==> config.mk <==
export PLATFORM = sky130hd
export DESIGN_NAME = fp_counter_mc
export DESIGN_NICKNAME = d
export VERILOG_FILES = /design/src/rtl/fp_counter_pkg.sv /design/src/rtl/fp_acc_channel.sv /design/src/rtl/fp_counter_mc.sv
export SDC_FILE = /design/constraint.sdc
export NUM_CORES = 1
export LEC_CHECK = 0
export ABC_AREA = 0
export BUFFER_PORTS_ARGS = -buffer_cell sky130_fd_sc_hd__buf_2
export CAP_MARGIN = 25
export CORE_MARGIN = 8
export CORE_UTILIZATION = 65
export DETAILED_ROUTE_END_ITERATION = 8
export HOLD_SLACK_MARGIN = 0.15
export PLACE_DENSITY = 0.88
export SYNTH_ARGS = -nofsm -noshare
export SYNTH_HDL_FRONTEND = slang
export SYNTH_SLANG_ARGS = --single-unit
==> constraint.sdc <==
create_clock -name clk -period 7.64 [get_ports clk]
set_input_delay 0.382 -clock clk [delete_from_list [all_inputs] [get_ports clk]]
set_output_delay 0.382 -clock clk [all_outputs]
set_load 0.1 [all_outputs]
==> src/rtl/fp_counter_pkg.sv <==
// Shared widths and combinational helpers for the multi-channel floating-step counter:
// step-code expansion and the sign/exponent/mantissa log compression of an accumulator.
package fp_counter_pkg;

    localparam int ACC_W   = 30;
    localparam int STEP_MW = 4;
    localparam int STEP_EW = 4;
    localparam int EXP_W   = 4;
    localparam int MAN_W   = 3;

    localparam int STEP_W = STEP_EW + STEP_MW;
    localparam int E_MAX  = 2**EXP_W - 1;
    localparam int OUT_W  = 1 + EXP_W + MAN_W;
    localparam int B      = ACC_W - 1 - E_MAX;

    // Implicit-1 mantissa shifted left by the exponent field.
    function automatic logic [ACC_W-1:0] step_inc(input logic [STEP_W-1:0] code);
        return ACC_W'({1'b1, code[STEP_MW-1:0]}) << code[STEP_W-1 -: STEP_EW];
    endfunction

    // Leading-one search runs over the ones'-complement magnitude, but the mantissa
    // bits come from the raw accumulator so negative codes keep their two's-complement bits.
    function automatic logic [OUT_W-1:0] encode(input logic [ACC_W-1:0] acc);
        logic             s;
        logic [E_MAX-1:0] mag_hi;
        logic [EXP_W-1:0] e;
        logic [MAN_W-1:0] man;
        s      = acc[ACC_W-1];
        mag_hi = acc[ACC_W-2:B] ^ {E_MAX{s}};
        e      = '0;
        man    = acc[B-1 -: MAN_W];
        for (int j = 0; j < E_MAX; j++) begin
            if (mag_hi[j]) begin
                e   = EXP_W'(j + 1);
                man = acc[B+j-1 -: MAN_W];
            end
        end
        return {s, (s ? ~e : e), man};
    endfunction

endpackage

==> src/rtl/fp_acc_channel.sv <==
// One counter channel: signed accumulator with wrap/saturate stepping, sticky
// overflow flag and a registered log-coded view of the accumulator.
module fp_acc_channel
    import fp_counter_pkg::*;
(
    input  logic              clk,
    input  logic              rst,
    input  logic              sat_mode,
    input  logic [STEP_W-1:0] step,
    input  logic              step_en,
    input  logic              step_dn,
    input  logic              clr,
    output logic [OUT_W-1:0]  value,
    output logic              ovf
);

    logic [ACC_W-1:0] acc_reg, acc_next;
    logic             ovf_reg, ovf_next;
    logic [OUT_W-1:0] value_reg;
    logic [ACC_W-1:0] inc;
    logic [ACC_W:0]   sum;
    logic             overflow;

    always_comb begin
        inc = step_inc(step);
        // One guard bit: the result is out of range exactly when the top two bits differ.
        if (step_dn) begin
            sum = {acc_reg[ACC_W-1], acc_reg} - {1'b0, inc};
        end else begin
            sum = {acc_reg[ACC_W-1], acc_reg} + {1'b0, inc};
        end
        overflow = sum[ACC_W] ^ sum[ACC_W-1];

        acc_next = acc_reg;
        ovf_next = ovf_reg;
        if (clr) begin
            acc_next = '0;
            ovf_next = 1'b0;
        end else if (step_en) begin
            acc_next = sum[ACC_W-1:0];
            if (overflow) begin
                ovf_next = 1'b1;
                if (sat_mode) begin
                    acc_next = step_dn ? {1'b1, {(ACC_W-1){1'b0}}}
                                       : {1'b0, {(ACC_W-1){1'b1}}};
                end
            end
        end
    end

    always_ff @(posedge clk) begin
        if (rst) begin
            acc_reg   <= '0;
            ovf_reg   <= 1'b0;
            value_reg <= '0;
        end else begin
            acc_reg   <= acc_next;
            ovf_reg   <= ovf_next;
            value_reg <= encode(acc_reg);
        end
    end

    assign value = value_reg;
    assign ovf   = ovf_reg;

endmodule

==> src/rtl/fp_counter_mc.sv <==
// Multi-channel floating-step counter: N_CH independent accumulator channels
// sharing one clock, reset and wrap/saturate mode, with flat per-channel buses.
module fp_counter_mc
    import fp_counter_pkg::*;
#(
    parameter int N_CH = 2
) (
    input  logic                     clk,
    input  logic                     rst,
    input  logic                     sat_mode,
    input  logic [N_CH*STEP_W-1:0]   step,
    input  logic [N_CH-1:0]          step_en,
    input  logic [N_CH-1:0]          step_dn,
    input  logic [N_CH-1:0]          clr,
    output logic [N_CH*OUT_W-1:0]    value,
    output logic [N_CH-1:0]          ovf
);

    // The largest step must fit below the sign bit and the e=0 band must hold a full mantissa.
    if ((STEP_MW + 2**STEP_EW > ACC_W - 1) || (B < MAN_W) || (N_CH < 1)) begin : g_bad_cfg
        $error("fp_counter_mc: illegal configuration");
    end

    for (genvar gi = 0; gi < N_CH; gi++) begin : g_ch
        fp_acc_channel u_ch (
            .clk      (clk),
            .rst      (rst),
            .sat_mode (sat_mode),
            .step     (step[gi*STEP_W +: STEP_W]),
            .step_en  (step_en[gi]),
            .step_dn  (step_dn[gi]),
            .clr      (clr[gi]),
            .value    (value[gi*OUT_W +: OUT_W]),
            .ovf      (ovf[gi])
        );
    end

endmodule

==> run metrics <==
GRT Util Overall=26.8%; final setup violation count=0; row cnt=46; fin crit period=6.18 ns; Worst setup EP type=flop; vias per cell=around 6.7; post-DR wirelength/cell=16.8 microns; drt first pass iters=6; CP max FO=21; Crit Path Category=in -> reg; Die Footprint=20200 sq um; vias in the first global route=9962; Top FF cell, synth=dfxtp_1; post_cts resized=0; total CTS buffers=9; sequential power share=26.1%; Layout Skew=between 0.006 and 0.007 ns; DRC Markers=0; area leader, netlist=dfxtp_1; register area share after synthesis=15.1%; Mapped Area=between 10000 and 15000 sq um; Worst Path Required=7.88 ns; largest net degree at the start of global routing=54; layout cells sized above 1=8.36%; PortBufs=42; Die W=about 140 microns; worst IR drop on VDD=136 uV; synthesized instance count=1488; Least-Margin Pin Slew=0.997 ns; Gate power share=about half; Switching Fraction=approximately 45%; Worst Reg2Reg Path Length in Cells=10; initial core utilization=around 66%; Core Area=15700 sq um; Synth Net Count=1577; Max-Cap Viols=0; CTS max path bufs=2; ANT cells=0; RSZ-0062 raised after global routing=no; Worst Setup Slack post-DPL=1.21 ns; Die Span Y=about 140 microns; Max-slew headroom=around a third; Synth Warn #=0; synth top area cells=dfxtp_1 15%, ha_1 7.5%, a21oi_1 6.7%; internal cell power=between 0.001 and 0.0015 W; Hold Path End=g_ch[1].u_ch.acc_reg[29]$_SDFFE_PP0P_; Filler Cells Inserted=between 1000 and 1500; Yosys reg bits=78; Area Growth Syn to Fin=3.03%; via count=approximately 11000; Clock power frac=between 20% and 30%; switching pwr=0.000919 W; CTS tree=done; total clock sinks=78; clk_lat worst skew=0.35 ns; Slew Viols, Final=0; Min-Delay Startpoint=clr[1]; Pleak=4.28 nW; setup bufs post-CTS=0; syn avg cell area=a little under 7 sq um; Startpoint Class=input pin; hold depth=2; TNS Setup=0 ns; Synth async-reset ratio=0%; Final WS setup=around 1.5 ns; H-tree Lvls=3; worst r2r src=g_ch[0].u_ch.acc_reg[18]$_SDFFE_PP0P_; Yosys cell types=86; hold-fix buffer count after cts=0; PD cells=about 190 nW/um^2; Worst-path clk slew=roughly 0.07 ns; Largest register FFs=60; worst path arrival time=6.42 ns; final antenna-violating net count=0; status=completed; Reg-to-Reg End=g_ch[0].u_ch.acc_reg[21]$_SDFFE_PP0P_; most frequent cells in the layout=150 x nor2_1, 138 x a21oi_1, 128 x nand2_1, 101 x o21ai_0, 78 x dfxtp_1; initial antenna violation count=0; post-layout net count=1507; Overflow after GRT=0; number of synthesized flops with an enable pin=0; first-pass GRT wire length=46100 microns; RePlAce Congestion=just over 0.9; # IOs=43; Final period util=80.9%; share of the synthesized area in the top cell type=between 15 and 20%; most common cell after layout, fill and taps aside=nor2_1; Fin. Hold Viols=0; FMAX=0.162 GHz; worst min-delay path class=in -> reg; reg-to-reg slack, setup=3.33 ns; DR iter-0 viols=just over 1000; Root Driver=clkbuf_16; Final HPWL DP=19600 microns; total wire length=27500 microns
critical path, stage by stage:
cell and delay, ns:
buf_2 0.21, mux2_2 0.38, mux2i_1 0.45, a311oi_1 0.22, or3_1 0.41, nor4b_1 0.66
a21oi_1 0.16, o32a_1 0.32, ha_1 0.41, and4_4 0.21, a211o_1 0.27, a221oi_2 0.32
nor2_1 0.09, or3b_4 0.42, a311oi_4 0.38, xnor2_1 0.26, o21ai_2 0.21, buf_4 0.29
o311a_1 0.37
cell usage after synthesis, types with 6 or more instances:
master,count
o32ai_1,7
clkbuf_1,112
nand4_1,7
o2bb2ai_1,9
a31oi_1,33
a211oi_1,21
buf_2,6
nand3_1,36
nor3_1,41
mux2_2,7
o221a_2,25
and2_1,6
xor2_1,23
inv_1,49
mux2i_1,19
o21ai_0,101
a21boi_0,10
a22oi_1,6
o211ai_1,20
nand2_1,128
o21a_1,21
a21o_1,31
o311a_1,6
o221ai_1,6
a2bb2oi_1,6
nor2_1,150
o21bai_1,11
a21oi_1,138
nand2b_1,31
ha_1,62
a221oi_1,8
o22ai_1,24
dfxtp_1,78
a211o_1,6
a221o_1,16
or3_1,11
and3_1,12
nor2b_1,27
or2_2,10
xnor2_1,54
o31ai_1,12
buf_1,6
area by class of cell:
class                   count  area (sq um)  area share (%)
inverters                  54           203            1.91
multi-input cells        1226          8040            75.6
clock inverters             6          72.6           0.682
clock buffers              10           229            2.15
well taps                 216           270            2.54
repair buffers             49           263            2.47
flip-flops and latches     78          1560            14.7
cells by family after synthesis:
logic type,synth area share (%)
AOI/OAI and AO/OA,38.1
DFF,15.1
and+or+nand+nor,22.4
adders and majority gates,7.90
buffers and inverters,7.09
muxes,2.61
xor gates and xnor gates,6.75
how the worst max path moves through the flow:
stage                        start                               endpoint  slack [ns]  depth (start not counted)
after floorplan           step[12]  g_ch[1].u_ch.acc_reg[12]$_SDFFE_PP0P_        2.18                         21
after global placement    step[13]  g_ch[1].u_ch.acc_reg[15]$_SDFFE_PP0P_        1.36                         19
after detailed placement  step[13]  g_ch[1].u_ch.acc_reg[15]$_SDFFE_PP0P_        1.21                         19
after CTS                 step[13]  g_ch[1].u_ch.acc_reg[15]$_SDFFE_PP0P_        1.58                         19
after global routing      step[13]  g_ch[1].u_ch.acc_reg[18]$_SDFFE_PP0P_        1.11                         19
final                     step[13]  g_ch[1].u_ch.acc_reg[15]$_SDFFE_PP0P_        1.46                         19
metrics by stage:
stage,total power (W),utilization [%],hold WS [ns],cells,area (sq um)
after floorplan,0.00137,-,0.425,1488,10300
after global placement,0.00153,65.7,0.440,1622,10300
after detailed placement,0.00156,65.7,0.445,1622,10300
after CTS,0.00201,67.6,0.243,1638,10600
after global routing,0.00215,67.7,0.248,1639,10600
final,0.00203,67.7,0.266,1639,10600
power groups by stage:
stage                     Clock (W)  Combinational (W)  Sequential, W
after global placement            0           0.000998       0.000533
after floorplan                   0           0.000792       0.000582
final                      0.000448            0.00105       0.000529
after CTS                  0.000450            0.00103       0.000526
after detailed placement          0            0.00102       0.000535
after global routing       0.000469            0.00114       0.000537
per-layer routing:
layer / track usage [%] / up-vias / part of all wire (%)
li1: - / 5391 / -
met1: 33.1 / 5147 / 43
met4: 10.8 / 0 / 2.5
met5: 0 / - / 0
met3: 4.16 / 69 / 5.9
met2: 45.6 / 433 / 49
No activity file was read; power rests on OpenSTA's default activity.
